--- config.mk ---
export PLATFORM = sky130hd
export DESIGN_NAME = melody_sequencer_flat
export DESIGN_NICKNAME = d
export VERILOG_FILES = /design/src/rtl/melody_sequencer_pkg.sv /design/src/rtl/melody_sequencer_if.sv /design/src/rtl/melody_sequencer_beat_timer.sv /design/src/rtl/melody_sequencer.sv /design/src/flat_wrapper.sv
export SDC_FILE = /design/constraint.sdc
export NUM_CORES = 1
export LEC_CHECK = 0
export CAP_MARGIN = 15
export CORE_AREA = 2 2 88 99
export CTS_CLUSTER_SIZE = 40
export DETAILED_ROUTE_END_ITERATION = 7
export DIE_AREA = 0 0 90 101
export HOLD_SLACK_MARGIN = 0.08
export PLACE_DENSITY_LB_ADDON = 0.1
export SYNTH_ARGS = -nofsm -noshare
export SYNTH_HDL_FRONTEND = slang
export SYNTH_SLANG_ARGS = --single-unit
--- constraint.sdc ---
create_clock -name clk -period 4.6 [get_ports clk]
set_input_delay 1.15 -clock clk [delete_from_list [all_inputs] [get_ports clk]]
set_output_delay 1.15 -clock clk [all_outputs]
set_load 0.05 [all_outputs]
--- src/rtl/melody_sequencer_pkg.sv ---
// Shared buzzer-path types: FSM states, timer modes, song entry layout,
// note codes and default timing.
package melody_sequencer_pkg;

   localparam int DEF_BEAT_TICKS = 12_500_000;
   localparam int DEF_GAP_TICKS  = 1_000_000;
   localparam int DEF_ADDR_W     = 6;
   localparam int DEF_DUR_W      = 4;
   localparam int NOTE_W         = 3;

   typedef enum logic [2:0] {
      S_IDLE,
      S_FETCH,
      S_WAIT,
      S_DECODE,
      S_PLAY,
      S_GAP,
      S_REST,
      S_END
   } state_e;

   typedef enum logic [1:0] {
      TM_OFF,
      TM_PLAY,
      TM_GAP,
      TM_REST
   } tmode_e;

   typedef enum logic [NOTE_W-1:0] {
      NOTE_REST,
      NOTE_DO,
      NOTE_RE,
      NOTE_MI,
      NOTE_FA,
      NOTE_SO,
      NOTE_LA,
      NOTE_TI
   } note_e;

   // entry = {end_flag, rest, note, dur}, dur in the low bits
   function automatic int note_lsb(input int dur_w);
      return dur_w;
   endfunction

   function automatic int rest_bit(input int dur_w);
      return dur_w + NOTE_W;
   endfunction

   function automatic int end_bit(input int dur_w);
      return dur_w + NOTE_W + 1;
   endfunction

   function automatic int entry_w(input int dur_w);
      return dur_w + NOTE_W + 2;
   endfunction

endpackage

--- src/rtl/melody_sequencer_if.sv ---
// Song ROM read port and tone outputs toward the note clock divider.
interface melody_sequencer_if
   import melody_sequencer_pkg::*;
#(
   parameter int ADDR_W = DEF_ADDR_W,
   parameter int DUR_W  = DEF_DUR_W
);

   logic [ADDR_W-1:0]     song_addr;
   logic [DUR_W+4:0]      song_data;
   logic [NOTE_W-1:0]     note_number;
   logic                  note_en;

   modport master (
      output song_addr,
      output note_number,
      output note_en,
      input  song_data
   );

   modport slave (
      input  song_addr,
      input  note_number,
      input  note_en,
      output song_data
   );

endinterface

--- src/rtl/melody_sequencer_beat_timer.sv ---
// Tick/beat counters for the timed states; expire marks the last
// counted cycle of a note, gap or rest.
module melody_sequencer_beat_timer
   import melody_sequencer_pkg::*;
#(
   parameter int BEAT_TICKS = DEF_BEAT_TICKS,
   parameter int GAP_TICKS  = DEF_GAP_TICKS,
   parameter int DUR_W      = DEF_DUR_W
) (
   input  logic             clk,
   input  logic             rst_n,
   input  logic             load,
   input  logic             pause,
   input  tmode_e           mode,
   input  logic [DUR_W-1:0] dur,
   output logic             expire
);

   localparam int TW = $clog2(BEAT_TICKS);
   localparam logic [TW-1:0] BEAT_LAST = TW'(BEAT_TICKS - 1);
   localparam logic [TW-1:0] PLAY_LAST =
      TW'(BEAT_TICKS - GAP_TICKS - 1);
   localparam logic [TW-1:0] GAP_LAST =
      TW'(GAP_TICKS > 0 ? GAP_TICKS - 1 : 0);

   logic [TW-1:0]    tick_q;
   logic [DUR_W-1:0] beat_q;
   logic             run;
   logic             last_beat;
   logic             hit;

   assign run       = (mode != TM_OFF) && !pause;
   assign last_beat = beat_q == dur - DUR_W'(1);

   // beat*BEAT_TICKS+tick reaches the target exactly on these pairs
   always_comb begin
      hit = 1'b0;
      unique case (mode)
         TM_PLAY: hit = last_beat && (tick_q == PLAY_LAST);
         TM_REST: hit = last_beat && (tick_q == BEAT_LAST);
         TM_GAP:  hit = tick_q == GAP_LAST;
         default: hit = 1'b0;
      endcase
   end

   assign expire = run && hit;

   always_ff @(posedge clk or negedge rst_n) begin
      if (!rst_n) begin
         tick_q <= '0;
         beat_q <= '0;
      end else if (load) begin
         tick_q <= '0;
         beat_q <= '0;
      end else if (run) begin
         if (tick_q == BEAT_LAST) begin
            tick_q <= '0;
            beat_q <= beat_q + 1'b1;
         end else begin
            tick_q <= tick_q + 1'b1;
         end
      end
   end

endmodule

--- src/rtl/melody_sequencer.sv ---
// Song ROM walker driving the buzzer note divider.
// Optional SONG_LOOP_EN: restart from address 0 at song end when loop=1.
module melody_sequencer
   import melody_sequencer_pkg::*;
#(
   parameter int BEAT_TICKS = DEF_BEAT_TICKS,
   parameter int GAP_TICKS  = DEF_GAP_TICKS,
   parameter int ADDR_W     = DEF_ADDR_W,
   parameter int DUR_W      = DEF_DUR_W
) (
   input  logic               clk,
   input  logic               rst_n,
   input  logic               start,
   input  logic               stop,
   input  logic               pause,
   input  logic               loop,
   melody_sequencer_if.master bus,
   output logic               playing,
   output logic               done
);

   localparam int NLSB = note_lsb(DUR_W);
   localparam int RBIT = rest_bit(DUR_W);
   localparam int EBIT = end_bit(DUR_W);
   localparam int EW   = entry_w(DUR_W);

   state_e            state_q;
   state_e            state_d;
   logic [ADDR_W-1:0] addr_q;
   logic [ADDR_W-1:0] addr_d;
   logic [NOTE_W-1:0] note_q;
   logic [NOTE_W-1:0] note_d;
   logic [EW-1:0]     entry_q;
   logic              note_en_q;
   logic              playing_q;
   logic              done_q;
   logic              pause_q;
   logic              adv;
   logic              expire;
   logic              load;
   logic              loop_en;
   tmode_e            tmode;

   logic              ent_end;
   logic              ent_rest;
   logic [NOTE_W-1:0] ent_note;
   logic [DUR_W-1:0]  ent_dur;
   logic              is_skip;
   logic              is_rest;

`ifdef SONG_LOOP_EN
   assign loop_en = loop;
`else
   logic unused_loop;
   assign unused_loop = loop;
   assign loop_en     = 1'b0;
`endif

   assign ent_end  = entry_q[EBIT];
   assign ent_rest = entry_q[RBIT];
   assign ent_note = entry_q[NLSB +: NOTE_W];
   assign ent_dur  = entry_q[DUR_W-1:0];

   assign is_skip = !ent_end && (ent_dur == '0);
   assign is_rest = !ent_end && (ent_dur != '0) &&
                    (ent_rest || ent_note == NOTE_REST);

   always_comb begin
      tmode = TM_OFF;
      unique case (state_q)
         S_PLAY:  tmode = TM_PLAY;
         S_GAP:   tmode = TM_GAP;
         S_REST:  tmode = TM_REST;
         default: tmode = TM_OFF;
      endcase
   end

   // every state change restarts the counters
   assign load = state_d != state_q;

   melody_sequencer_beat_timer #(
      .BEAT_TICKS(BEAT_TICKS),
      .GAP_TICKS (GAP_TICKS),
      .DUR_W     (DUR_W)
   ) u_timer (
      .clk   (clk),
      .rst_n (rst_n),
      .load  (load),
      .pause (pause_q),
      .mode  (tmode),
      .dur   (ent_dur),
      .expire(expire)
   );

   always_comb begin
      state_d = state_q;
      addr_d  = addr_q;
      note_d  = note_q;
      adv     = 1'b0;
      unique case (state_q)
         S_IDLE: begin
            if (start) state_d = S_FETCH;
         end
         S_FETCH:  state_d = S_WAIT;
         S_WAIT:   state_d = S_DECODE;
         S_DECODE: begin
            unique case (1'b1)
               ent_end: state_d = S_END;
               is_skip: adv     = 1'b1;
               is_rest: state_d = S_REST;
               default: begin
                  state_d = S_PLAY;
                  note_d  = ent_note;
               end
            endcase
         end
         S_PLAY: begin
            if (expire) begin
               if (GAP_TICKS == 0) adv = 1'b1;
               else state_d = S_GAP;
            end
         end
         S_GAP, S_REST: begin
            if (expire) adv = 1'b1;
         end
         S_END: begin
            state_d = loop_en ? S_FETCH : S_IDLE;
            addr_d  = '0;
         end
         default: state_d = S_IDLE;
      endcase

      // the last ROM slot ends the song instead of wrapping
      if (adv) begin
         if (addr_q == '1) begin
            state_d = S_END;
         end else begin
            addr_d  = addr_q + 1'b1;
            state_d = S_FETCH;
         end
      end

      if (state_d == S_REST || state_d == S_END ||
          state_d == S_IDLE)
         note_d = '0;

      if (stop) begin
         state_d = S_IDLE;
         addr_d  = '0;
         note_d  = '0;
      end
   end

   // note_en and the timer both see pause one cycle late,
   // so sounded cycles always equal counted cycles
   always_ff @(posedge clk or negedge rst_n) begin
      if (!rst_n) begin
         state_q   <= S_IDLE;
         addr_q    <= '0;
         note_q    <= '0;
         entry_q   <= '0;
         note_en_q <= 1'b0;
         playing_q <= 1'b0;
         done_q    <= 1'b0;
         pause_q   <= 1'b0;
      end else begin
         state_q   <= state_d;
         addr_q    <= addr_d;
         note_q    <= note_d;
         if (state_q == S_WAIT) entry_q <= bus.song_data;
         note_en_q <= (state_d == S_PLAY) && !pause;
         playing_q <= state_d != S_IDLE;
         done_q    <= state_d == S_END;
         pause_q   <= pause;
      end
   end

   assign bus.song_addr   = addr_q;
   assign bus.note_number = note_q;
   assign bus.note_en     = note_en_q;
   assign playing         = playing_q;
   assign done            = done_q;

endmodule

--- src/flat_wrapper.sv ---
// flat-port wrapper written by rule: the top's interface ports become plain ports
module melody_sequencer_flat import melody_sequencer_pkg::*;
#(
   parameter int BEAT_TICKS = DEF_BEAT_TICKS,
   parameter int GAP_TICKS  = DEF_GAP_TICKS,
   parameter int ADDR_W     = DEF_ADDR_W,
   parameter int DUR_W      = DEF_DUR_W
)
  (clk, rst_n, start, stop, pause, loop, playing, done, bus_song_addr, bus_note_number, bus_note_en, bus_song_data);
  melody_sequencer_if #(.ADDR_W(ADDR_W), .DUR_W(DUR_W)) bus_i ();
  input  logic clk;
  input  logic rst_n;
  input  logic start;
  input  logic stop;
  input  logic pause;
  input  logic loop;
  output logic playing;
  output logic done;
  output wire logic [$bits(bus_i.song_addr)-1:0] bus_song_addr;
  output wire logic [$bits(bus_i.note_number)-1:0] bus_note_number;
  output wire logic [$bits(bus_i.note_en)-1:0] bus_note_en;
  input wire logic [$bits(bus_i.song_data)-1:0] bus_song_data;
  assign bus_song_addr = bus_i.song_addr;
  assign bus_note_number = bus_i.note_number;
  assign bus_note_en = bus_i.note_en;
  assign bus_i.song_data = bus_song_data;
  melody_sequencer #(.BEAT_TICKS(BEAT_TICKS), .GAP_TICKS(GAP_TICKS), .ADDR_W(ADDR_W), .DUR_W(DUR_W)) u_core (.clk(clk), .rst_n(rst_n), .start(start), .stop(stop), .pause(pause), .loop(loop), .bus(bus_i), .playing(playing), .done(done));
endmodule
After elaboration in Yosys (flattened, before gate mapping)
Cells that the tools add are included.
{ "totals": {"reg_bits": 53, "output_inout_bits": 12, "elab_cells": 89} }
{ "classes": {"addsub": 4, "n_eq_ne": 21, "muxes": 26, "n_reduce_logical": 28} }
{ "op_table": {"columns": ["op", "n"], "rows": [
  ["$mux W24", 3],
  ["$eq A24 B24 Y1 const B", 2],
  ["$mux W3", 9],
  ["$add A24 B1 Y24 const B", 1],
  ["$eq A24 B20 Y1 const B", 1],
  ["$eq A3 B3 Y1 const B", 8],
  ["$mux W6", 4],
  ["$pmux W3 S6", 1],
  ["$mux W4", 3],
  ["$logic_not A3 Y1", 3],
  ["$pmux W3 S3", 1],
  ["$logic_and A1 B1 Y1", 8],
  ["$add A6 B1 Y6 const B", 1],
  ["$eq A3 B2 Y1 const B", 2],
  ["$eq A6 B6 Y1 const B", 1],
  ["$pmux W2 S3", 1],
  ["$reduce_bool A2 Y1", 3],
  ["$reduce_bool A3 Y1", 2],
  ["$add A4 B1 Y4 const B", 1],
  ["$eq A2 B2 Y1 const B", 2],
  ["$eq A4 B4 Y1", 1],
  ["$logic_not A4 Y1", 1],
  ["$reduce_and A2 Y1", 2],
  ["$reduce_bool A4 Y1", 1],
  ["12 further kinds", 17]
]} }

Logic depth before layout (Yosys ltp)
Gate-level depths: netlist of run 1.
{ "depth": {"ltp_word": 13, "ltp_mapped": 13} }

By module
A second synthesis of run 1 with hierarchy kept.
{ "unflattened": {"hier_cells": 345, "area_unflattened_um2": 3256.9} }
{ "modules_own_cells": {"columns": ["mod", "instances", "cells_each", "area_per_inst_um2", "seq_area_each_um2"], "rows": [
  ["melody_sequencer_beat_timer", 1, 214, 1881.8, 700.7],
  ["melody_sequencer", 1, 131, 1375.1, 625.6]
]} }

Least setup slack after synthesis of run 1
OpenSTA, ideal clock, no wires.
{ "synth_path": {"kind": "input port to flip-flop", "startpoint": "in start", "endpoint": "reg u_core.u_timer.tick_q[2]", "setup_ns": 0.066, "arrival_time_ns": 2.980, "required_time_ns": 4.534, "slack_ns": 1.554, "cell_stages": 9, "n_path_buf": 1, "path_cell_list": "nor2_1 -> o211ai_1 -> a22o_1 -> o31ai_4 -> xnor2_4 -> a211o_1 -> buf_6 -> or4_1 -> nand2_1"} }
{ "synth_via": {"elab_chain_cells": 6} }
{ "synth_lines": {"columns": ["element", "line", "source"], "rows": [
  ["start: declaration", "flat_wrapper.sv:13", "input logic start;"],
  ["$mux W3 (*)", "melody_sequencer.sv:102", "if (start) state_d = S_FETCH;"],
  ["$pmux W3 S6 (*)", "melody_sequencer.sv:100", "unique case (state_q)"],
  ["$mux W3 (*)", "melody_sequencer.sv:134", "if (adv) begin"],
  ["$mux W3 (*)", "melody_sequencer.sv:147", "if (stop) begin"],
  ["$ne A3 B3 Y1 (*)", "melody_sequencer.sv:79", "assign load = state_d != state_q;"],
  ["$mux W24 / $reduce_bool A2 Y1 (equally long branches)", null, null],
  ["end signal: assignment", "melody_sequencer_beat_timer.sv:60", "tick_q <= tick_q + 1'b1;"],
  ["end: declaration", "melody_sequencer_beat_timer.sv:26", "logic [TW-1:0] tick_q;"]
]} }
Every way passes the cells marked *; elsewhere a longest branch is shown, timed or not.
A chain may end at the register's enable or synchronous reset.

Final worst setup path of run 1
{ "layout_path": {"startpoint": "in start", "endpoint": "reg u_core.u_timer.tick_q[10]"} }
The elaborated chain is that of the path after synthesis.

==> metrics.txt, run 1 <==
Worst Setup End Kind flip-flop; Peak VDD IR 0.182 mV; worst endpoint required time 4.85 ns; Relative slew margins 22.5%; Mapped Cells 345; MaxCap Viol Count 0; Net Sw Frac 35.8%; register bit count reported by yosys 53; IO Count 27; number of synthesized flops with an enable pin 0; DR pass1 iterations 4; Setup crit end u_core.u_timer.tick_q[10]; CTS tree built; Reg area 1330 um^2; Tightest Hold Check Type reg2reg; syn avg cell area 9.14 um^2; core area 8150 um^2; worst reg2reg path endpoint u_core.u_timer.tick_q[10]; net switching power 0.447 mW; most frequent cells in the layout dfrtp_1, nor2_1, nand2_1; post-placement cell area 3500 um^2; Tmin final 3.55 ns; Critical Path Start start; ANT nets after route 0; total CTS buffers 5; clock share of power 21.7%; Root Buffer clkbuf_8; post-cts gate resize count 0; vias per inst 5.30; Distinct cells, synth between 50 and 60; Gate power share 32.3%; grt ovf 0; Post-CTS Setup Bufs 0; initial antenna violation count 0; final slew viol count 0; H-Tree Depth 2; Slew @ Worst Pin 1.15 ns; Clk Latency, worst-skew pair 0.30 ns; largest net degree at the start of global routing 34; crit share post-route 77.1%; commonest non-fill, non-tap cell in the layout dfrtp_1; share of the synthesized area in the top cell type roughly 42%; hold bufs inserted after CTS 0; Area Overhead vs Synth 13.6%; HPWL after DPL 5.02 mm; Syn Nets 364; Total Power 1.25 mW; clk buf depth 2; FFs w/ async S/R, synth 100%; # port buffers 25; global-route wire length before repair 12.4 mm; initial DRC count 79; gp weighted congestion just over 0.8; largest cells by area after synthesis dfrtp_1, nor2_1, nand2_1; drt drc 0; reg2reg start u_core.u_timer.tick_q[0]; NumNets Final around 390; critical path startpoint category input pin; number of global-route vias before repair 2576; Rows 35; cell taking the most area after synthesis dfrtp_1; register area share after synthesis 42.0%; Leakage around 1.5 nW; Worst-path clk slew 0.09 ns; power per cell area 349 nW/um^2; Total Routing Usage GR 16.5%; Starting Density 38.7%; diode count 0; Post-Syn Area between 3000 and 4000 um^2; Peak Freq 0.282 GHz; CTS Sinks 53; RSZ-0062 raised after global routing no; endpoints failing setup 0; Reg2Reg Depth 10; Top FF cell, synth dfrtp_1; layout cell share with drive strength beyond 1 under 10%; multi-input logic area 1720 um^2; count of final hold-check violations 0; Die Area 9090 um^2; Setup Crit Path Kind in2reg; Seq pwr share approximately 46%; crit path DAT 3.79 ns; finished layout cell area 3580 um^2; internal power 0.802 mW; Clock Skews 0.00539 ns; Reg2Reg Setup Slack 1.08 ns; Via Count 2544; Die Ht between 100 and 150 um; yosys warns 0; status completed; final setup TNS 0 ns; die width 90 um; crit-path max FO 22; Fill cells 836; DR WL/cell 14.6 um; Post-Route WL ~7.0 mm
-- cell families (layout without fill, tap and decap cells) --
kind of cell	count (synthesis)	after routing	share of synthesized area, %
flip-flops	53	53	42.0
XOR/XNOR	19	19	6.31
adder cells (fa/ha/maj)	4	4	1.59
AND/OR/NAND/NOR	170	170	29.4
AO/OA/AOI/OAI	65	65	13.7
buffers and inverters	24	48	3.53
multiplexers	10	10	3.45
-- cell usage after synthesis, types with 6 or more instances --
cell type,instances
nand4_1,6
dfrtp_1,53
o2111ai_1,6
xnor2_1,13
nand3_1,14
or4_1,6
and2_1,6
or3_1,11
o21ai_0,19
nand2_1,33
mux2_2,7
inv_1,13
and3_1,8
nor2_1,40
nor3_1,15
a21oi_1,22
-- power groups by stage --
stage	Combinational [mW]	Sequential [mW]	Clock [mW]
after detailed placement	0.410	0.586	0
after floorplan	0.324	0.574	0
final	0.404	0.575	0.271
after CTS	0.411	0.576	0.281
after global placement	0.409	0.586	0
after global routing	0.454	0.585	0.295
-- sequential cells by signal (all words and copies together) (netlist names) --
register                flops
u_core.u_timer.tick_q      24
u_core.entry_q              9
u_core.bus.song_addr        6
u_core.u_timer.beat_q       4
u_core.bus.note_number      3
u_core.state_q              3
u_core.bus.note_en          1
u_core.done                 1
u_core.pause_q              1
u_core.playing              1
-- layout make-up --
class,count,area share (%)
multi-input combinational,268,47.9
sequential,53,37.0
timing repair buffer,28,7.47
tap,111,3.87
clock buffer,7,2.41
inverter,13,1.36
-- how the worst min path moves through the flow --
stage | depth (start not counted) | endpoint | slack, ns | startpoint
floorplan | 1 | u_core.entry_q[7] | 0.48 | u_core.entry_q[7]
global placement | 1 | u_core.entry_q[7] | 0.50 | u_core.entry_q[7]
detailed placement | 1 | u_core.entry_q[7] | 0.51 | u_core.entry_q[7]
CTS | 1 | u_core.entry_q[7] | 0.53 | u_core.entry_q[7]
global route | 1 | u_core.entry_q[7] | 0.56 | u_core.entry_q[7]
finish | 1 | u_core.entry_q[7] | 0.54 | u_core.entry_q[7]
-- through the flow --
| stage | hold WS [ns] | setup WS [ns] | cells | utilization, % |
|---|---|---|---|---|
| final | 0.535 | 1.05 | 480 | 44.0 |
| after global routing | 0.564 | 0.858 | 480 | 44.0 |
| after CTS | 0.532 | 1.04 | 480 | 44.0 |
| after detailed placement | 0.509 | 0.720 | 473 | 42.9 |
| after global placement | 0.502 | 0.734 | 473 | 42.9 |
| after floorplan | 0.482 | 1.55 | 345 | - |
-- worst max-delay path, stage by stage --
cell             delay (ns)
clkdlybuf4s50_1        0.39
nor2_1                 0.08
o211ai_1               0.10
a22o_1                 0.31
o31ai_4                0.38
xnor2_4                0.12
a211o_1                0.58
or4_1                  0.60
nand2_1                0.08
-- routing by layer --
metal	part of all wire, %	wire length (um)	vias to the layer above	GRT usage, %
met5	0	0	-	0
met4	1.2	87	0	4.02
met3	2.8	194	7	2.99
met2	47	3270	30	28.3
met1	49	3440	1227	21.8
li1	-	-	1280	-
Power figures use the tool's default switching activity.
==> run 2: changes to the inputs <==
- clock period: 4.6 -> 3.5 ns (I/O delays scaled with it)
==> run 2 against run 1 <==
Against the previous run: global-route usage increased by 0.27 points; clock power increased by 20%; design area rose by 1.3%; sequential power up 30%; worst setup slack worse by 0.80 ns; total power rose by 32%; critical path depth rose by 1; non-clock buffer count is 8 higher; utilization up 0.58 points.
==> metrics.txt, run 2 (same netlist as run 1, synthesis figures left out) <==
Setup Crit Path Kind reg2reg; status completed; delay-heaviest family, CP simple AND/OR/NAND/NOR gates; NumNets Final 396 (+2.1%); HPWL after DPL 5.24 mm (+4.3%); initial antenna violation count 0 (unchanged); Post-Route WL 7.17 mm (+2.5%); Worst-path clk slew 0.09 ns (about the same); Peak Freq roughly 0.31 GHz; crit-path max FO 9 (-59%); Leakage 1.51 nW (+2.4%); RSZ-0062 raised after global routing no; ANT nets after route 0 (unchanged); # port buffers 25 (unchanged); Hold EP u_core.entry_q[7]; CTS Sinks 53 (unchanged); DR pass1 iterations 4 (unchanged); Relative slew margins 42.5% (+20 points); Tightest Hold Check Type reg2reg; count of final hold-check violations 0 (unchanged); hold bufs inserted after CTS 0 (unchanged); clock share of power 19.7% (-2.0 points); power per cell area 453 nW/um^2 (+30%); reg2reg start u_core.u_timer.tick_q[0]; Reg2Reg Setup Slack 0.25 ns (-0.83 ns); Seq pwr share 45.4% (-0.6 points); final slew viol count 0 (unchanged); Tmin final ~3.2 ns; Util after Layout 44.6% (+0.58 points); hold path depth 1 (unchanged); DR WL/cell 14.7 um (+1.0%); Worst Setup End Kind flip-flop; core area 8150 um^2 (unchanged); gp weighted congestion 0.832 (+2.6%); endpoints failing setup 0 (unchanged); Clock Skews 0.00605 ns (+0.000661 ns); placed cells 480 (+1.5%); Rows 35 (unchanged); MaxCap Viol Count 0 (unchanged); Net Sw Frac 35.8% (+0.056 points); drt drc 0 (unchanged); clk buf depth 2 (unchanged); die width 90 um (unchanged); Via Count 2593 (+1.9%); Clk Latency, worst-skew pair 0.30 ns (about the same); Gate power share 34.9% (+2.6 points); final setup TNS 0 ns (unchanged); H-Tree Depth 2 (unchanged); critical path buffer and inverter count 0 (-1); post-cts gate resize count 0 (unchanged); IO Count 27 (unchanged); Post-CTS Setup Bufs 0 (unchanged); crit share post-route 92.7%; global-route wire length before repair 12.5 mm (+0.84%); net switching power 0.590 mW (+32%); Slowest Stage Delay on Critical Path 0.60 ns (about the same); Total Routing Usage GR 16.8% (+0.27 points); number of global-route vias before repair 2623 (+1.8%); Peak VDD IR 0.228 mV (+26%); vias per inst 5.32 (+0.46%); final cell count without fillers 487 (+1.5%); worst endpoint required time 3.74 ns (-1.11 ns); Area Overhead vs Synth 15.2%; max reg flops 24 (unchanged); total CTS buffers 5 (unchanged); Starting Density 38.7% (unchanged); Slew @ Worst Pin 0.863 ns (-0.291 ns); worst reg2reg path endpoint u_core.u_timer.tick_q[7]; Root Buffer clkbuf_8; internal power 1.06 mW (+32%); CP max stage cell or4_4; Die Ht 101 um (unchanged); CTS tree built; initial DRC count 85 (+7.6%); layout cell share with drive strength beyond 1 11.2% (+2.0 points); diode count 0 (unchanged); largest net degree at the start of global routing 39 (+15%); Hold Crit Start u_core.entry_q[7]; crit path DAT 3.49 ns (-0.30 ns); most frequent cells in the layout dfrtp_1, nor2_1, nand2_1; CP Cell Sequence ha_1, nand3_1, or4_4, o211ai_2, and4_4, o31ai_4, xnor2_4, a211o_1, or4_1, nand2_1; commonest non-fill, non-tap cell in the layout dfrtp_1; largest register by flop count u_core.u_timer.tick_q; grt ovf 0 (unchanged); Reg2Reg Depth 10 (unchanged); Die Area 9090 um^2 (unchanged); critical path startpoint category flip-flop
-- run 2: routing by layer --
layer / up-vias / global-route usage [%] / wire length, um
li1: 1297 / - / -
met1: 1253 / 20.9 / 3380
met2: 36 / 30.3 / 3550
met3: 7 / 2.54 / 155
met4: 0 / 5.21 / 85
met5: - / 0 / 0
-- run 2: area by class of cell --
cell class / count / area (um^2)
Fill cell: 832 / 4510
Multi-Input combinational cell: 268 / 1720
Sequential cell: 53 / 1330
Timing Repair Buffer: 36 / 328
Tap cell: 111 / 139
Clock buffer: 5 / 68.8
Inverter: 13 / 48.8
Clock inverter: 1 / 5.00
-- run 2: worst max-delay path by stage --
stage,startpoint,to,slack [ns],cells past startpoint
2_1_floorplan,u_core.u_timer.tick_q[9],u_core.u_timer.tick_q[2],0.46,10
3_3_place_gp,start,u_core.u_timer.tick_q[10],0.24,9
3_5_place_dp,start,u_core.u_timer.tick_q[7],0.21,9
4_1_cts,u_core.u_timer.tick_q[0],u_core.u_timer.tick_q[7],0.24,10
5_1_grt,u_core.entry_q[0],u_core.u_timer.tick_q[21],0.06,12
6_report,u_core.u_timer.tick_q[0],u_core.u_timer.tick_q[7],0.25,10
-- run 2: power groups by stage --
stage                     Clock [mW]  Combinational [mW]  Sequential [mW]
after global placement             0               0.576            0.761
after CTS                      0.343               0.585            0.750
after floorplan                    0               0.426            0.754
after detailed placement           0               0.584            0.762
final                          0.325               0.574            0.747
after global routing           0.367               0.641            0.760
-- run 2: worst register-to-register path: cells and delay by family (launching register included) --
family | cells | cell delay (ns)
XOR/XNOR | 1 | 0.17
AO/OA/AOI/OAI | 3 | 0.71
flip-flops | 1 | 0.40
AND/OR/NAND/NOR | 5 | 1.69
adder cells (fa/ha/maj) | 1 | 0.22
-- run 2: through the flow --
step                      setup WS (ns)  area [um^2]  total power [mW]  hold slack [ns]
final                             0.255         3630              1.65            0.525
after global routing             0.0631         3630              1.77            0.548
after CTS                         0.243         3620              1.68            0.526
after detailed placement          0.214         3550              1.35            0.504
after global placement            0.243         3550              1.34            0.503
after floorplan                   0.460         3150              1.18            0.482
